===== config.mk =====
export PLATFORM = sky130hd
export DESIGN_NAME = serial_add_ctrl
export DESIGN_NICKNAME = d
export VERILOG_FILES = /design/src/rtl/serial_add_ctrl.sv
export SDC_FILE = /design/constraint.sdc
export NUM_CORES = 1
export LEC_CHECK = 0
export CAP_MARGIN = 20
export CORE_MARGIN = 3
export CORE_UTILIZATION = 25
export DETAILED_ROUTE_END_ITERATION = 16
export PLACE_DENSITY_LB_ADDON = 0.08
export SYNTH_ARGS = -nofsm -noshare
export SYNTH_HDL_FRONTEND = slang
export SYNTH_SLANG_ARGS = --single-unit

===== constraint.sdc =====
create_clock -name clk -period 3.39 [get_ports clk]
set_clock_uncertainty 0.05 [all_clocks]
set_input_delay 0.678 -clock clk [delete_from_list [all_inputs] [get_ports clk]]
set_output_delay 0.678 -clock clk [all_outputs]
set_load 0.05 [all_outputs]

===== src/rtl/serial_add_ctrl.sv =====
// rtl/serial_add_ctrl.sv - bit-serial adder sequencer driving an external 1-bit full-adder cell
// Feeds one LSB-first bit pair per clock and assembles the WIDTH-bit sum and final carry.
module serial_add_ctrl #(
  parameter int WIDTH = 8
) (
  input  logic             clk,
  input  logic             rst,
  input  logic             start,
  input  logic [WIDTH-1:0] a,
  input  logic [WIDTH-1:0] b,
  input  logic             cin,
  output logic             fa_a,
  output logic             fa_b,
  output logic             fa_cin,
  input  logic             fa_sum,
  input  logic             fa_co,
  output logic             busy,
  output logic             done,
  output logic [WIDTH-1:0] sum,
  output logic             cout
);

  localparam int CW = (WIDTH > 1) ? $clog2(WIDTH) : 1;
  localparam logic [CW-1:0] LAST = CW'(WIDTH - 1);

  typedef enum logic [1:0] {
    IDLE = 2'd0,
    RUN  = 2'd1,
    DONE = 2'd2
  } state_t;

  state_t           state;
  logic [WIDTH-1:0] sa;
  logic [WIDTH-1:0] sb;
  logic             carry;
  logic [CW-1:0]    cnt;

  // busy is a flop that is high exactly in RUN, so the cell only ever sees flop outputs
  assign fa_a   = busy & sa[0];
  assign fa_b   = busy & sb[0];
  assign fa_cin = busy & carry;

  always_ff @(posedge clk or posedge rst) begin
    if (rst) begin
      state <= IDLE;
      sa    <= '0;
      sb    <= '0;
      carry <= 1'b0;
      cnt   <= '0;
      sum   <= '0;
      cout  <= 1'b0;
      busy  <= 1'b0;
      done  <= 1'b0;
    end else begin
      case (state)
        IDLE, DONE: begin
          done <= 1'b0;
          if (start) begin
            state <= RUN;
            busy  <= 1'b1;
            sa    <= a;
            sb    <= b;
            carry <= cin;
            cnt   <= '0;
          end else begin
            state <= IDLE;
          end
        end
        RUN: begin
          sa    <= sa >> 1;
          sb    <= sb >> 1;
          sum   <= {fa_sum, sum[WIDTH-1:1]};
          carry <= fa_co;
          if (cnt == LAST) begin
            cout  <= fa_co;
            state <= DONE;
            busy  <= 1'b0;
            done  <= 1'b1;
          end else begin
            cnt <= cnt + 1'b1;
          end
        end
        default: begin
          state <= IDLE;
          busy  <= 1'b0;
          done  <= 1'b0;
        end
      endcase
    end
  end

endmodule


; ---- Yosys cells after proc, flatten, opt, wreduce, memory -nomap -nowiden
; Index checks and enable logic that the tools add are counted.
[classes]
order_cmp = 0
shift = 0
mul = 0
n_div = 0
add_sub_neg = 1
eq_ne = 6
n_bitwise = 3
n_reduce_logical = 7
muxes = 17
[ops]
columns = operator, count
row1 = $pmux 8 s2, 2
row2 = $mux 8, 2
row3 = $mux 1, 6
row4 = $mux 3, 2
row5 = $ne 2x2->1 const B, 3
row6 = $pmux 3 s2, 1
row7 = $reduce_and 2->1, 3
row8 = $pmux 1 s2, 2
row9 = $pmux 2 s2, 1
row10 = $add 3x1->3 const B, 1
row11 = $and 1x1->1, 3
row12 = $eq 3x3->1 const B, 1
row13 = $reduce_and 3->1, 1
row14 = $eq 2x1->1 const B, 1
row15 = $eq 2x2->1 const B, 1
row16 = $logic_not 2->1, 1
row17 = $mux 2, 1
row18 = $reduce_bool 2->1, 1
row19 = $reduce_or 2->1, 1
[totals]
inputBits = 22
register_bits = 33
latch_bits = 0
ramBits = 0
rom_bits = 0
output_inout_bits = 14
wordCells = 43
memories = 0

; ---- Depth between registers and ports, before layout
; Gate-level depths: netlist of run 1.
[logic_depth]
ltp_word = 4
mapped_depth = 5
depth_no_buf = 5

; ---- Worst setup path before layout of run 1
; OpenSTA, ideal clock, no wires.
[synth_path]
path_kind = register to output
start = register busy
end = output port fa_a
arrival_ns = 1.156
required_time_ns = 2.662
n_path_buf = 0
setup_slack_ns = 1.506
stages_incl_launch_ff = 2
cell_sequence = dfrtp_1 and2_1
[synth_via]
elab_chain_cells = 1
[synth_lines]
columns = element, line
row1 = "start, declared", 17  ; output logic busy,
row2 = "start signal, assigned", 52  ; busy <= 1'b0;
row3 = "start signal, assigned", 60  ; busy <= 1'b1;
row4 = "start signal, assigned", 77  ; busy <= 1'b0;
row5 = $and 1x1->1, 39  ; assign fa_a = busy & sa[0];
row6 = "end, declared", 12  ; output logic fa_a,
; Every way passes these cells.

; ---- Final worst setup path of run 1
[layout_path]
start = register busy
end = output port fa_cin
[layout_via]
elab_chain_cells = 1
[layout_lines]
columns = element, line
row1 = $and 1x1->1, 41  ; assign fa_cin = busy & carry;
row2 = "end, declared", 14  ; output logic fa_cin,
; Every way passes these cells.

==> results.toml, run 1 <==
[run_status]
run_status = "finished clean"

[synth]
synth_cells = 140
syn-mean-instance-area_um2 = 10.23
mappedNetlistArea_um2 = 1433
asyncSetResetFlopFracSynth = 1.000
number_of_synthesized_register_bits = 33
number_of_synthesized_flops_with_an_enable_pin = 0
synthesis.nets = 164
synth-seq-area-share = 0.5764
postSynth.topFlopCell = "sky130_fd_sc_hd__dfrtp_1"
ys_warn_count = 0
synth_cell_types = 23

[critical_path]
path_max_fanout = 6
arrival_ps = 1680
crit_required_ps = 2660
cp-start-kind = "flop"
cp_num_buf_inv = 1
critical-path-slowest-cell = "sky130_fd_sc_hd__clkdlybuf4s50_1"
critical_path_s_top_delay_family = "buffers and inverters"
cpPeakStageDelay_ps = 800
timing.setup.critical_path_class = "flop to primary output"
crit_chain = "and2_1 > clkdlybuf4s50_1"
critPathCaptureType = "primary output"

[sta]
rsz0062_at_grt = "no"
setup_tns_ps = 0
clock.fmax_ghz = 0.4154
final_period_minus_worst_setup_slack_ps = 2407
final_hold_viol_count = 0
timing.slew.headroom = 0.4582
max_slew.worst_pin.slew_ps = 812.7
final.period_utilization = 0.7101
slew_violations = 0
setup_viol_count_final = 0

[die]
core_area_um2 = 5335
die-area_um2 = 6675
dieHeight_um = 81.70
initial_utilization = 0.2685
num_io_pins = 36
floorplan.rows = 26
die_x_um = 81.70

[layout]
fin_util = 0.3602
sequential_cell_area_um2 = 825.8
flow.area_growth_from_synthesis_pct = 34.15
number_of_nets_in_the_final_layout = 200
multi_input_area_um2 = 508.0
final.fill_count = 550
most-common-layout-cells = "35 x sky130_fd_sc_hd__clkdlybuf4s50_1, 33 x sky130_fd_sc_hd__dfrtp_1, 26 x sky130_fd_sc_hd__nand2_1, 13 x sky130_fd_sc_hd__inv_1, 12 x sky130_fd_sc_hd__a21oi_1"
num_antenna_cells = 0
layout.cells.most_common = "sky130_fd_sc_hd__clkdlybuf4s50_1"
layout-drive-gt1-share = 0.06818

[clocking]
clock_latency_of_the_later_clocked_register_in_the_worst_skew_pair_ps = 280
max-clock-path-buffers = 2
cts_repair_resized_insts = 0
clkSinkCount = 33
post_cts_buffers = 0
cts_tree = "done"
cts_max_level = 2
post_cts_hold_buffer_count = 0
cts-root-buf = "sky130_fd_sc_hd__clkbuf_8"
clk_pin_slew_worst_paths_ps = 70
cts_made_buffers = 5

[power]
intPower_w = 0.001096
maximum_vdd_drop_v = 0.0003588
switching_share = 0.4322
power_w = 0.001931
power.share.clock = 0.154
seqPwrFrac = 0.364
static-leakage-power_nw = 0.8985
comb_power_share = 0.481
p_sw_w = 0.0008345
power_density_nw_per_um2 = 1005

[detailed_routing]
vias_per_cell = 4.402
via_count = 1083
remaining_drc_errors = 0
first_pass_iters = 4
routed_wirelength_mm = 3.246
drt-initial-drc-count = 39
wire_per_inst_um = 13.20
ant_nets = 0

[grt]
grt_pass1_wl_mm = 5.078
first_global_vias = 1092
grt_start_max_net_pins = 34
grt_antenna_before_repair = 0
grt.total_usage = 0.1029
overflow = 0

[run]
max_capacitance_violation_count = 0

[placement]
gp_routability_congestion = 0.7378
hpwlAfterDp_mm = 2.208
buffer_ports.inserted = 35

[worst_hold_path]
min-delay-path-class = "flop to flop"
## cell type report
class | instances | share of cell area
multi-input combinational | 86 | 0.2643
clock buffer | 7 | 0.04492
timing repair buffer | 37 | 0.1901
tap | 70 | 0.04557
sequential | 33 | 0.4297
inverter | 13 | 0.02539
## power groups by stage
stage | sequential (W) | clock (W) | combinational [W]
floorplan | 0.000865 | 0 | 0.000514
global placement | 0.000705 | 0 | 0.000924
detailed placement | 0.000711 | 0 | 0.000942
CTS | 0.000705 | 0.000312 | 0.000945
global route | 0.000728 | 0.000325 | 0.00101
finish | 0.000703 | 0.000298 | 0.000930
## cell families (layout without fill, tap and decap cells)
kind of cell	after synthesis	count (layout)	share of synthesized area
compound gates	35	35	0.1537
flops	33	33	0.5764
fa+ha+maj	2	2	0.01746
buf+inv	21	57	0.06900
simple gates	44	44	0.1467
mux	5	5	0.03668
## per-layer routing
layer  wire length (µm)  up-vias  GRT usage
met5                  0        -          0
met4                 15        0    0.03987
met3                214        2    0.04825
met2               1530       24     0.1555
met1               1486      518     0.1273
li1                   -      539          -
## worst paths after layout
path                                from     end  slack (ps)  depth (start not counted)
max in group asynchronous            rst    cout        2220                          3
worst max-delay path                busy  fa_cin         980                          2
worst min register to register     sb[6]   sb[6]         430                          1
worst max register to register  state[1]   sb[3]        1690                          3
min in group asynchronous            rst  sum[0]         750                          3
worst min-delay path               sb[6]   sb[6]         430                          1
## worst register-to-register path, cell delays in order (launching register included)
cell and delay (ps):
sky130_fd_sc_hd__dfrtp_1 540, sky130_fd_sc_hd__nand2b_1 690, sky130_fd_sc_hd__o22ai_1 190, sky130_fd_sc_hd__a21oi_1 160
## metrics by stage
| step | setup slack [ps] | hold slack (ps) | instances | cell area (µm²) |
|---|---|---|---|---|
| 2_1_floorplan | 1506 | 390.8 | 140 | 1433 |
| 3_3_place_gp | 1157 | 406.6 | 239 | 1836 |
| 3_5_place_dp | 1120 | 424.4 | 239 | 1836 |
| 4_1_cts | 955.1 | 440.5 | 246 | 1922 |
| 5_1_grt | 891.0 | 456.6 | 246 | 1922 |
| 6_report | 982.9 | 432.2 | 246 | 1922 |
## state kept, by name, indices dropped and copies added (netlist names)
name   flops
sum        8
done       1
sa         8
state      2
cnt        3
carry      1
sb         8
cout       1
busy       1
## synthesized netlist by cell type, drive strengths merged (2+ instances only)
cell    number  area (µm²)
inv         13       48.80
mux2         2       22.52
o21ai        4       23.77
mux2i        3       30.03
nand2b       2       12.51
ha           2       25.02
dfrtp       33       825.8
buf          8       50.05
and2         4       25.02
o22ai       11       68.82
a21o         2       15.01
a21oi       12       60.06
nor2         5       18.77
nor2b        3       18.77
nand3        2       10.01
nand2       26       97.59
a22o         4       35.03
(Power assumes the default switching activity.)
==> run 2: changes to the inputs <==
==> constraint.sdc (replaced) <==
create_clock -name clk -period 2 [get_ports clk]
set_clock_uncertainty 0.05 [all_clocks]
set_input_delay 0.4 -clock clk [delete_from_list [all_inputs] [get_ports clk]]
set_output_delay 0.4 -clock clk [all_outputs]
set_load 0.05 [all_outputs]
==> run 2 against run 1 <==
Sequential share of layout area shrank 0.17 points. Register-to-register slack lost 1300 ps. Die area is the same. Routed wire length shrank 2.1%.
==> results.toml, run 2 (synthesis gave the netlist of run 1 again) <==
[power]
p_sw_w = 0.001420
power.share.clock = 0.153
power_density_nw_per_um2 = 1703
switching_share = 0.4320
maximum_vdd_drop_v = 0.0007909
static-leakage-power_nw = 0.9192
seqPwrFrac = 0.363
intPower_w = 0.001867
comb_power_share = 0.484

[sta]
slew_violations = 0
setup_viol_count_final = 0
final_hold_viol_count = 0
timing.slew.headroom = 0.6000
rsz0062_at_grt = "no"
final_period_minus_worst_setup_slack_ps = 1913
setup_tns_ps = 0
final.period_utilization = 0.9567
setup_slack_ps = 86.60
max_slew.worst_pin.slew_ps = 600.0
clock.fmax_ghz = 0.5226

[die]
initial_utilization = 0.2685
core_area_um2 = 5335
num_io_pins = 36
die_x_um = 81.70
die-area_um2 = 6675
floorplan.rows = 26
dieHeight_um = 81.70

[clocking]
cts_made_buffers = 5
cts_tree = "done"
max-clock-path-buffers = 2
cts_repair_resized_insts = 0
post_cts_buffers = 0
clock_latency_of_the_later_clocked_register_in_the_worst_skew_pair_ps = 280
post_cts_hold_buffer_count = 0
clk_pin_slew_worst_paths_ps = 70
cts-root-buf = "sky130_fd_sc_hd__clkbuf_8"
clkSinkCount = 33
cts_max_level = 2

[detailed_routing]
remaining_drc_errors = 0
routed_wirelength_mm = 3.177
drt-initial-drc-count = 51
vias_per_cell = 4.382
ant_nets = 0
via_count = 1091
first_pass_iters = 4
wire_per_inst_um = 12.76

[grt]
grt_antenna_before_repair = 0
first_global_vias = 1107
grt_start_max_net_pins = 34
grt.total_usage = 0.1065
grt_pass1_wl_mm = 5.361
overflow = 0

[worst_hold_path]
min-delay-path-class = "flop to flop"
holdPathEnd = "sum[0]"
hp-start = "sum[0]"
min_path_cells = 2

[critical_path]
setup.worst_path.start = "sum[6]"
critPathCaptureType = "primary output"
crit_chain = "clkdlybuf4s50_1"
ff2ff_path_depth = 5
critical_path_s_top_delay_family = "buffers and inverters"
critical-path-slowest-cell = "sky130_fd_sc_hd__clkdlybuf4s50_1"
cp-start-kind = "flop"
path_max_fanout = 3
crit_required_ps = 1550
timing.setup.critical_path_class = "flop to primary output"
rr_startpoint = "cnt[0]"
regToRegSetupSlack_ps = 350
arrival_ps = 1460
cp_num_buf_inv = 1
worstReg2RegEnd = "cnt[0]"
cpPeakStageDelay_ps = 810

[layout]
layout.cells.most_common = "sky130_fd_sc_hd__dfrtp_1"
post-route-cell-area_um2 = 1929
flow.area_growth_from_synthesis_pct = 34.67
final.fill_count = 538
number_of_nets_in_the_final_layout = 203
layout-drive-gt1-share = 0.1173
most-common-layout-cells = "33 x sky130_fd_sc_hd__dfrtp_1, 29 x sky130_fd_sc_hd__clkdlybuf4s50_1, 26 x sky130_fd_sc_hd__nand2_1, 13 x sky130_fd_sc_hd__inv_1, 12 x sky130_fd_sc_hd__a21oi_1"
num_antenna_cells = 0
layout_top_registers = "sa: 8 flops, sb: 8 flops, sum: 8 flops"

[placement]
buffer_ports.inserted = 35
placed_cell_area_um2 = 1843
post-place-ws_ps = 216.8
hpwlAfterDp_mm = 2.212
gp_routability_congestion = 0.7095

[run_status]
run_status = "finished clean"

[run]
max_capacitance_violation_count = 0
run 2: layout make-up:
| cell class | instances | area (µm²) | share of cell area |
|---|---|---|---|
| Inverter | 13 | 48.80 | 0.02529 |
| Multi-Input combinational cell | 86 | 508.0 | 0.2633 |
| Timing Repair Buffer | 40 | 372.9 | 0.1933 |
| Tap cell | 70 | 87.58 | 0.04540 |
| Clock buffer | 7 | 86.33 | 0.04475 |
| Sequential cell | 33 | 825.8 | 0.4280 |
run 2: metrics by stage:
stage,hold WS [ps],cells,util,total power [W]
4_1_cts,433.3,249,0.3616,0.003335
3_5_place_dp,417.9,242,0.3455,0.002815
2_1_floorplan,390.8,140,-,0.002337
3_3_place_gp,406.7,242,0.3455,0.002774
5_1_grt,456.8,249,0.3616,0.003549
6_report,429.8,249,0.3616,0.003287
run 2: worst max-delay path by stage:
stage | to | slack [ps] | depth (start not counted)
2_1_floorplan | fa_a | 390 | 1
3_3_place_gp | sa[5] | 230 | 3
3_5_place_dp | cnt[0] | 220 | 4
4_1_cts | sum[1] | 60 | 1
5_1_grt | sum[3] | 10 | 1
6_report | sum[6] | 90 | 1
run 2: power groups by stage:
stage / sequential (W) / clock (W) / combinational, W
5_1_grt: 0.00125 / 0.000564 / 0.00174
4_1_cts: 0.00120 / 0.000526 / 0.00161
2_1_floorplan: 0.00147 / 0 / 0.000871
3_3_place_gp: 0.00119 / 0 / 0.00158
6_report: 0.00119 / 0.000503 / 0.00159
3_5_place_dp: 0.00121 / 0 / 0.00161
run 2: metal layers:
metal  vias up  track usage  wire [µm]
met5         -            0          0
met4         0      0.03987         46
met3         6      0.04386        193
met2        31       0.1580       1396
met1       503       0.1386       1540
li1        551            -          -
